## src/rtl/toggle_gen_pkg.sv

```systemverilog
// rtl/toggle_gen_pkg.sv - shared constants and helpers for the toggle generator
package toggle_gen_pkg;

  localparam int MAX_CHANNELS = 16;
  localparam int WR_CH_W      = 4;

  function automatic logic ch_in_range(input logic [WR_CH_W-1:0] ch, input int channels);
    return int'(ch) < channels;
  endfunction

endpackage

```

## src/rtl/toggle_chan.sv

```systemverilog
// rtl/toggle_chan.sv - one toggle channel: half-period register, counter, out and edge (TOGGLE_GEN_INV_EN adds out_n_o)
module toggle_chan
  import toggle_gen_pkg::*;
#(
  parameter int WIDTH        = 8,
  parameter int DEFAULT_HALF = 30
) (
  input  logic             clk,
  input  logic             rst_n,
  input  logic             en,
  input  logic             sync_clr,
  input  logic             wr_i,
  input  logic [WIDTH-1:0] wr_data_i,
  output logic             out_o,
`ifdef TOGGLE_GEN_INV_EN
  output logic             out_n_o,
`endif
  output logic             edge_o
);

  logic [WIDTH-1:0] hp_q, hp_d;
  logic [WIDTH-1:0] cnt_q, cnt_d;
  logic             out_q, out_d;
  logic             edge_q, edge_d;
  logic             terminal;

  assign terminal = (cnt_q == hp_q - WIDTH'(1));

  // Clear beats write beats terminal count; hp=0 parks the channel.
  always_comb begin
    hp_d   = wr_i ? wr_data_i : hp_q;
    cnt_d  = cnt_q;
    out_d  = out_q;
    edge_d = 1'b0;
    if (sync_clr) begin
      cnt_d = '0;
      out_d = 1'b0;
    end else if (wr_i) begin
      cnt_d = '0;
    end else if (en && (hp_q != '0)) begin
      if (terminal) begin
        cnt_d  = '0;
        out_d  = ~out_q;
        edge_d = 1'b1;
      end else begin
        cnt_d = cnt_q + WIDTH'(1);
      end
    end
  end

  always_ff @(posedge clk or negedge rst_n) begin
    if (!rst_n) begin
      hp_q   <= WIDTH'(DEFAULT_HALF);
      cnt_q  <= '0;
      out_q  <= 1'b0;
      edge_q <= 1'b0;
    end else begin
      hp_q   <= hp_d;
      cnt_q  <= cnt_d;
      out_q  <= out_d;
      edge_q <= edge_d;
    end
  end

`ifdef TOGGLE_GEN_INV_EN
  logic out_n_q;

  always_ff @(posedge clk or negedge rst_n) begin
    if (!rst_n) begin
      out_n_q <= 1'b1;
    end else begin
      out_n_q <= ~out_d;
    end
  end

  assign out_n_o = out_n_q;
`endif

  assign out_o  = out_q;
  assign edge_o = edge_q;

endmodule

```

## src/rtl/toggle_gen.sv

```systemverilog
// rtl/toggle_gen.sv - multi-channel square-wave generator top: write decode and channel fan-out (TOGGLE_GEN_INV_EN adds out_n)
module toggle_gen
  import toggle_gen_pkg::*;
#(
  parameter int CHANNELS     = 4,
  parameter int WIDTH        = 8,
  parameter int DEFAULT_HALF = 30
) (
  input  logic                 clk,
  input  logic                 rst_n,
  input  logic                 en,
  input  logic                 sync_clr,
  input  logic                 wr_en,
  input  logic [WR_CH_W-1:0]   wr_ch,
  input  logic [WIDTH-1:0]     wr_data,
  output logic [CHANNELS-1:0]  out,
`ifdef TOGGLE_GEN_INV_EN
  output logic [CHANNELS-1:0]  out_n,
`endif
  output logic [CHANNELS-1:0]  edge_o
);

  logic wr_hit;

  assign wr_hit = wr_en && ch_in_range(wr_ch, CHANNELS);

  for (genvar g = 0; g < CHANNELS; g++) begin : g_chan
    logic wr_sel;

    assign wr_sel = wr_hit && (int'(wr_ch) == g);

    toggle_chan #(
      .WIDTH        (WIDTH),
      .DEFAULT_HALF (DEFAULT_HALF)
    ) u_chan (
      .clk       (clk),
      .rst_n     (rst_n),
      .en        (en),
      .sync_clr  (sync_clr),
      .wr_i      (wr_sel),
      .wr_data_i (wr_data),
      .out_o     (out[g]),
`ifdef TOGGLE_GEN_INV_EN
      .out_n_o   (out_n[g]),
`endif
      .edge_o    (edge_o[g])
    );
  end

endmodule

```

## config.mk

```make
export PLATFORM = sky130hd
export DESIGN_NAME = toggle_gen
export DESIGN_NICKNAME = d
export VERILOG_FILES = /design/src/rtl/toggle_gen_pkg.sv /design/src/rtl/toggle_chan.sv /design/src/rtl/toggle_gen.sv
export SDC_FILE = /design/constraint.sdc
export NUM_CORES = 1
export LEC_CHECK = 0
export CORE_MARGIN = 2
export CORE_UTILIZATION = 40
export CTS_BUF_LIST = sky130_fd_sc_hd__clkbuf_8 sky130_fd_sc_hd__clkbuf_16
export DETAILED_ROUTE_END_ITERATION = 10
export GPL_ROUTABILITY_DRIVEN = 1
export SLEW_MARGIN = 30
export SYNTH_ARGS = -nofsm -noshare
export SYNTH_HDL_FRONTEND = slang
export SYNTH_SLANG_ARGS = --single-unit
```

## constraint.sdc

```tcl
create_clock -name clk -period 7.15 [get_ports clk]
set_clock_uncertainty 0.05 [all_clocks]
set_input_delay 0.715 -clock clk [delete_from_list [all_inputs] [get_ports clk]]
set_output_delay 0.715 -clock clk [all_outputs]
set_load 0.02 [all_outputs]
```

==> impl_table.tex <==
\begin{tabular}{lr}
\hline
Metric & Value \\
\hline
\multicolumn{2}{l}{\textbf{Final layout}} \\
\quad Storage cell area & 1820 µm² \\
\quad Final non-filler cell total & 594 \\
\quad Fraction of final layout cells sized beyond drive strength 1 & 0.159 \\
\quad Net total in the final layout & 482 \\
\quad Fillcell total & 1000 \\
\quad Antenna diode count & 0 \\
\quad Area of the multi-input gates & 2320 µm² \\
\quad Area Growth Syn to Fin & 11.9\% \\
\multicolumn{2}{l}{\textbf{Synth}} \\
\quad Average cell area after synthesis & 9.94 µm² \\
\quad Most numerous cell types in the synthesized netlist & sky130\_fd\_sc\_hd\_\_dfrtp\_1, sky130\_fd\_sc\_hd\_\_nand2\_1, sky130\_fd\_sc\_hd\_\_xnor2\_1 \\
\quad Nets in the synthesized netlist & 462 \\
\quad Cell taking the most area after synthesis & sky130\_fd\_sc\_hd\_\_dfrtp\_1 \\
\quad Share of async-settable or async-resettable flops after synthesis & 1.00 \\
\quad Flops \& latches, synth & 72 \\
\quad Ranking of synthesized cells by area & sky130\_fd\_sc\_hd\_\_dfrtp\_1, sky130\_fd\_sc\_hd\_\_dfstp\_2, sky130\_fd\_sc\_hd\_\_xnor2\_1, sky130\_fd\_sc\_hd\_\_mux2\_2, sky130\_fd\_sc\_hd\_\_xor2\_1 \\
\quad Post-synth top area share & 0.325 \\
\quad Post-synthesis cell area & 4310 µm² \\
\quad Most frequent cell after synthesis & sky130\_fd\_sc\_hd\_\_dfrtp\_1 \\
\quad Proportion of synthesized chip area in sequential cells & 0.423 \\
\quad Number of flops mapped to enable cells by yosys & 0 \\
\quad Synth Instances & 433 \\
\quad Synth Warn \# & 0 \\
\quad Number of distinct library cells after synthesis & 55 \\
\quad Dominant synthesized flop cell & sky130\_fd\_sc\_hd\_\_dfrtp\_1 \\
\multicolumn{2}{l}{\textbf{Timing}} \\
\quad \# setup viols final & 0 \\
\quad Maximum achievable frequency & 375 MHz \\
\quad Rel. slew slack & 0.444 \\
\quad Final Hold Vio Count & 0 \\
\quad Min Clock Period, post-route & 2670 ps \\
\quad Measured slew at the worst slew-check pin & 827 ps \\
\quad Final worst hold slack & 305 ps \\
\quad Ratio of final minimum period to clock period & 0.373 \\
\quad Pins Over Slew Limit & 0 \\
\quad Setup repair after global routing missed its margin & false \\
\quad Final sum of negative setup slack & 0 ps \\
\multicolumn{2}{l}{\textbf{Drt}} \\
\quad Wl on met1 & 4300 µm \\
\quad Vias after detailed routing & 3136 \\
\quad Number of DRC violations after detailed-routing iteration 0 & 103 \\
\quad Top Layer Used & met4 \\
\quad Number of detailed-routing iterations run before antenna repair & 4 \\
\quad Wire length per cell & 15.0 µm \\
\quad WL final & 8910 µm \\
\quad Routed met3 length & 289 µm \\
\quad Number of DRC violations after detailed routing & 0 \\
\quad Mean number of vias per cell & 5.28 \\
\quad Amount of wire on met2 after detailed routing & 4230 µm \\
\quad Number of nets with antenna violations after detailed routing & 0 \\
\multicolumn{2}{l}{\textbf{Critical path}} \\
\quad Startpoint types & flop \\
\quad Terminus of the critical flop-to-flop path & g\_chan[1].u\_chan.cnt\_q[7] \\
\quad Critical path endpoint category & flop \\
\quad Destination of the critical timing path & g\_chan[1].u\_chan.cnt\_q[7] \\
\quad Maximum fanout encountered on the critical timing path & 6 \\
\quad Number of cells traversed by the worst register-to-register path & 8 \\
\quad R2R setup slack & 4480 ps \\
\quad Worst path required time & 7340 ps \\
\quad Class of the most critical setup path & flop to flop \\
\quad R2r startpoint & g\_chan[1].u\_chan.hp\_q[0] \\
\quad Beginning of the critical path & g\_chan[1].u\_chan.hp\_q[0] \\
\quad Worst EP arrival & 2860 ps \\
\multicolumn{2}{l}{\textbf{CTS}} \\
\quad H-Tree Level Count & 3 \\
\quad Root buffer selected by CTS & sky130\_fd\_sc\_hd\_\_clkbuf\_8 \\
\quad Total clock buffers created by CTS & 9 \\
\quad Cts hold-fix bufs & 0 \\
\quad Setup bufs post-CTS & 0 \\
\quad Clock-pin slew on the worst setup and hold paths & 90 ps \\
\quad CTS sink count & 72 \\
\quad Clock tree from TritonCTS & yes \\
\quad Clk buf depth & 2 \\
\quad Count of instances resized after the clock tree is built & 0 \\
\quad Skew-Pair Late Insertion Delay & 350 ps \\
\multicolumn{2}{l}{\textbf{Power and ir drop}} \\
\quad Leak & 2.01 nW \\
\quad VDD IR max & 0.0879 mV \\
\quad Power per cell area & 235 nW/µm² \\
\quad Design Power & 1.13 mW \\
\multicolumn{2}{l}{\textbf{Floorplanning}} \\
\quad I/O pin count & 25 \\
\quad Die X & 108 µm \\
\quad \# rows & 37 \\
\quad Chip Height & 108 µm \\
\quad Starting density of the core & 0.415 \\
\quad Total Die Area & 11600 µm² \\
\quad Core Footprint & 10400 µm² \\
\multicolumn{2}{l}{\textbf{Run}} \\
\quad Count of max-cap constraint violations & 0 \\
\multicolumn{2}{l}{\textbf{GRT}} \\
\quad Antenna violations before repair & 0 \\
\quad GRT Resource Usage Total & 0.165 \\
\quad Via count of the first global-routing pass & 3207 \\
\quad First-pass GRT wire length & 15300 µm \\
\quad Overall overflow remaining after global route & 0 \\
\quad Largest net degree at the start of global routing & 73 \\
\multicolumn{2}{l}{\textbf{Worst hold path}} \\
\quad Classification of the worst-slack hold path & primary input to async pin \\
\multicolumn{2}{l}{\textbf{Place}} \\
\quad Detailed placer's ending HPWL & 6330 µm \\
\quad Final weighted congestion of routability-driven global placement & 0.806 \\
\quad Count of buffers inserted at the top-level ports & 24 \\
\quad Number of cells after detailed placement & 578 \\
\multicolumn{2}{l}{\textbf{Status}} \\
\quad Status & completed \\
\hline
\end{tabular}
how the worst min path moves through the flow:
stage / start / to / cells after the start
floorplan: rst_n / g_chan[0].u_chan.cnt_q[0] / 0
global placement: g_chan[0].u_chan.hp_q[1] / g_chan[0].u_chan.hp_q[1] / 2
detailed placement: g_chan[1].u_chan.hp_q[5] / g_chan[1].u_chan.hp_q[5] / 1
CTS: rst_n / g_chan[3].u_chan.cnt_q[3] / 1
global route: rst_n / g_chan[3].u_chan.cnt_q[3] / 1
finish: rst_n / g_chan[3].u_chan.cnt_q[3] / 1
cells by family after synthesis:
| kind of cell | count (synthesis) | synth area share |
|---|---|---|
| AND/OR/NAND/NOR | 171 | 0.213 |
| flip-flops | 72 | 0.423 |
| XOR/XNOR | 58 | 0.118 |
| AO/OA/AOI/OAI | 55 | 0.0898 |
| buffers and inverters | 33 | 0.0381 |
| multiplexers | 32 | 0.0828 |
| adder cells (fa/ha/maj) | 12 | 0.0349 |
through the flow:
stage               setup slack, ps  cell area (µm²)  utilization
global placement               4260             4620        0.446
global route                   4290             4820        0.464
detailed placement             4200             4620        0.446
finish                         4480             4820        0.464
CTS                            4450             4810        0.464
floorplan                      4820             4310            -
final cells by class:
class,count,area share
Clock buffer,11,0.0314
Clock inverter,5,0.00650
Inverter,16,0.0125
Multi-Input combinational cell,328,0.483
Sequential cell,72,0.378
Tap cell,136,0.0353
Timing Repair Buffer,26,0.0533
flip-flops by register name, indices dropped and copies added, names as in the netlist:
name and flops:
g_chan.u_chan.hp_q 32, g_chan.u_chan.out_o 4, g_chan.u_chan.cnt_q 32, g_chan.u_chan.edge_o 4
critical path: stages, from the launching register on:
cell,delay [ps]
sky130_fd_sc_hd__dfrtp_1,440
sky130_fd_sc_hd__inv_1,120
sky130_fd_sc_hd__ha_1,210
sky130_fd_sc_hd__nor4bb_1,330
sky130_fd_sc_hd__o211ai_1,120
sky130_fd_sc_hd__a211o_1,300
sky130_fd_sc_hd__nor4_2,550
sky130_fd_sc_hd__a21oi_1,240
sky130_fd_sc_hd__and2_1,200
per-layer routing:
| metal | vias up | track usage |
|---|---|---|
| met5 | - | 0 |
| li1 | 1553 | - |
| met4 | 0 | 0.0504 |
| met1 | 1531 | 0.221 |
| met2 | 44 | 0.277 |
| met3 | 8 | 0.0248 |
power breakdown:
group	internal [mW]	total [mW]	switching, mW
Sequential	0.473	0.542	0.0692
Clock	0.145	0.308	0.164
Combinational	0.145	0.283	0.138
placed cells by master (no fill, tap or decap), types with 8 or more instances in the layout:
cell type	count
sky130_fd_sc_hd__xnor2_1	38
sky130_fd_sc_hd__nand2_1	41
sky130_fd_sc_hd__clkbuf_8	11
sky130_fd_sc_hd__clkdlybuf4s50_1	23
sky130_fd_sc_hd__mux2_2	29
sky130_fd_sc_hd__nand3_1	12
sky130_fd_sc_hd__nand4_1	8
sky130_fd_sc_hd__nor2b_1	10
sky130_fd_sc_hd__and3_1	11
sky130_fd_sc_hd__nor2_1	29
sky130_fd_sc_hd__xor2_1	20
sky130_fd_sc_hd__o21ai_0	11
sky130_fd_sc_hd__nor3_1	8
sky130_fd_sc_hd__dfrtp_1	56
sky130_fd_sc_hd__ha_1	12
sky130_fd_sc_hd__dfstp_2	16
sky130_fd_sc_hd__inv_1	17
sky130_fd_sc_hd__a21oi_1	12
Note: power is estimated with default switching activity, not from simulation.
==> RTL change, RTL diff (same flow settings) <==
`WIDTH` is set to 8 in 2 places; all go to 12.
--- a/src/rtl/toggle_chan.sv
+++ b/src/rtl/toggle_chan.sv
@@ -2,7 +2,7 @@
 module toggle_chan
   import toggle_gen_pkg::*;
 #(
-  parameter int WIDTH        = 8,
+  parameter int WIDTH        = 12,
   parameter int DEFAULT_HALF = 30
 ) (
   input  logic             clk,
--- a/src/rtl/toggle_gen.sv
+++ b/src/rtl/toggle_gen.sv
@@ -3,7 +3,7 @@
   import toggle_gen_pkg::*;
 #(
   parameter int CHANNELS     = 4,
-  parameter int WIDTH        = 8,
+  parameter int WIDTH        = 12,
   parameter int DEFAULT_HALF = 30
 ) (
   input  logic                 clk,
Interface: changed (resized wr_data); port bits go from 25 to 29. The function was not compared with the original's and may differ.
==> RTL change against the original RTL <==
- synthesized cell count up 64%
- worst setup slack worse by 0.88 ns
- highest routed layer unchanged
- sequential cell count rose by 32
- clock power grew 66%
- area after synthesis rose by 52%
- design area is 51% higher
- routed wire length up 75%
- power rose by 52%
==> RTL change: results (changes against the original RTL) <==
* Syn_nets at 739 (+60%)
* Worst Setup SP: g_chan[3].u_chan.hp_q[0]
* PD cells at 236 nW/um2 (+0.27%)
* Clock transition at path regs at 0.07 ns (-0.02 ns)
* Resize count post-CTS at 0 (unchanged)
* Clock root cell: clkbuf_16
* Vias in the first global route at 5227 (+63%)
* Tot GR Track Use at 0.187 (+0.0211)
* P&R area growth vs syn at 11.1%
* Status: completed
* Register area at 2620 um2 (+44%)
* Distinct cell type count after synthesis at 66 (+20%)
* Compound-Gate Fraction of Synth Area at 0.132 (+0.0419)
* Worst skew pair latency at 0.36 ns
* Multi-Input Combinational at 550 (+68%)
* Worst vdd ir at 0.127 mV (+45%)
* Post-synth top cells: dfrtp_1 (88), nor2_1 (59), nand2_1 (50), nand3_1 (46), mux2_2 (44)
* Worst path max stage delay at 0.58 ns (+0.03 ns)
* Top flop regs: g_chan.u_chan.cnt_q x48, g_chan.u_chan.hp_q x48
* Drt first pass iters at 5 (+1)
* Critical path arrival at 3.73 ns (+0.87 ns)
* Area contributors post-synth: dfrtp_1 (34%), mux2_2 (7.6%), dfstp_2 (6.4%)
* WL final at 15600 um (+75%)
* Synth Area in Adders at 0.0153 (-0.0196)
* Routability congestion estimate at 0.962 (+19%)
* Net Switching at 0.000562 W (+52%)
* Logic inverters at 20 (+4)
* Buffers, non-clock at 34 (+31%)
* Comb pwr at 0.000425 W (+50%)
* Max_slew headroom at 0.446 (+0.00143)
* Die width at 132 um (+23%)
* ClkCell Share at 0.0417 (+0.00377)
* Placed insts at 924 (+60%)
* Synth Instances at 710 (+64%)
* Post-DP Area at 6980 um2 (+51%)
* R2R Setup Slk at 3.61 ns (-0.88 ns)
* H-tree level count at 3 (unchanged)
* Min Tclk post-route at 3.54 ns (+0.876 ns)
* Critical-path top delay cell: or4_1
* Seq/Total Area, Yosys at 0.400 (-0.0235)
* CP max FO at 15 (+9)
* Port Buf Inserts at 28 (+17%)
* Crit Reg-Reg Endpoint: g_chan[3].u_chan.cnt_q[10]
* Vias per inst at 5.66 (+7.2%)
* Seq power at 0.000786 W (+45%)
* Reg2reg path depth at 9 (+1)
* Non-clock buffering overhead at 0.0448 (-0.00847)
* Leakage power at 2.92 nW (+45%)
* Share of cells above drive strength 1 at 0.141 (-0.0185)
* Dpl ws at 3.70 ns (-0.502 ns)
* Nets at 748 (+55%)
* HPWL after detailed placement at 11400 um (+80%)
* Multi-input gate area at 3690 um2 (+59%)
* Fill count at 1524 (+52%)
* First-pass GRT wire length at 26300 um (+73%)
* Share of synthesized area spent on multiplexers at 0.0786 (-0.00427)
* Post-DR wirelength/cell at 16.6 um (+11%)
* DRT iter0 DRCs at 353 (+240%)
* Yosys reg bits at 104 (+44%)
* XOR/XNOR share of the synthesized area at 0.0984 (-0.0196)
## RTL change: per-layer routing
layer	wire length, um	share of wire	up-vias	global-route usage
met3	492	0.031	17	0.0338
met2	7610	0.49	103	0.316
met1	7230	0.46	2610	0.242
met4	291	0.019	0	0.0598
li1	-	-	2591	-
met5	0	0	-	0
## RTL change: worst min-delay path by stage
| stage | depth (start not counted) | slack (ns) | end |
|---|---|---|---|
| final | 1 | 0.24 | g_chan[2].u_chan.out_o |
| after global routing | 1 | 0.27 | g_chan[2].u_chan.out_o |
| after CTS | 1 | 0.25 | g_chan[2].u_chan.out_o |
| after detailed placement | 2 | 0.47 | g_chan[0].u_chan.hp_q[1] |
| after global placement | 2 | 0.47 | g_chan[0].u_chan.hp_q[1] |
| after floorplan | 0 | 0.37 | g_chan[0].u_chan.cnt_q[0] |
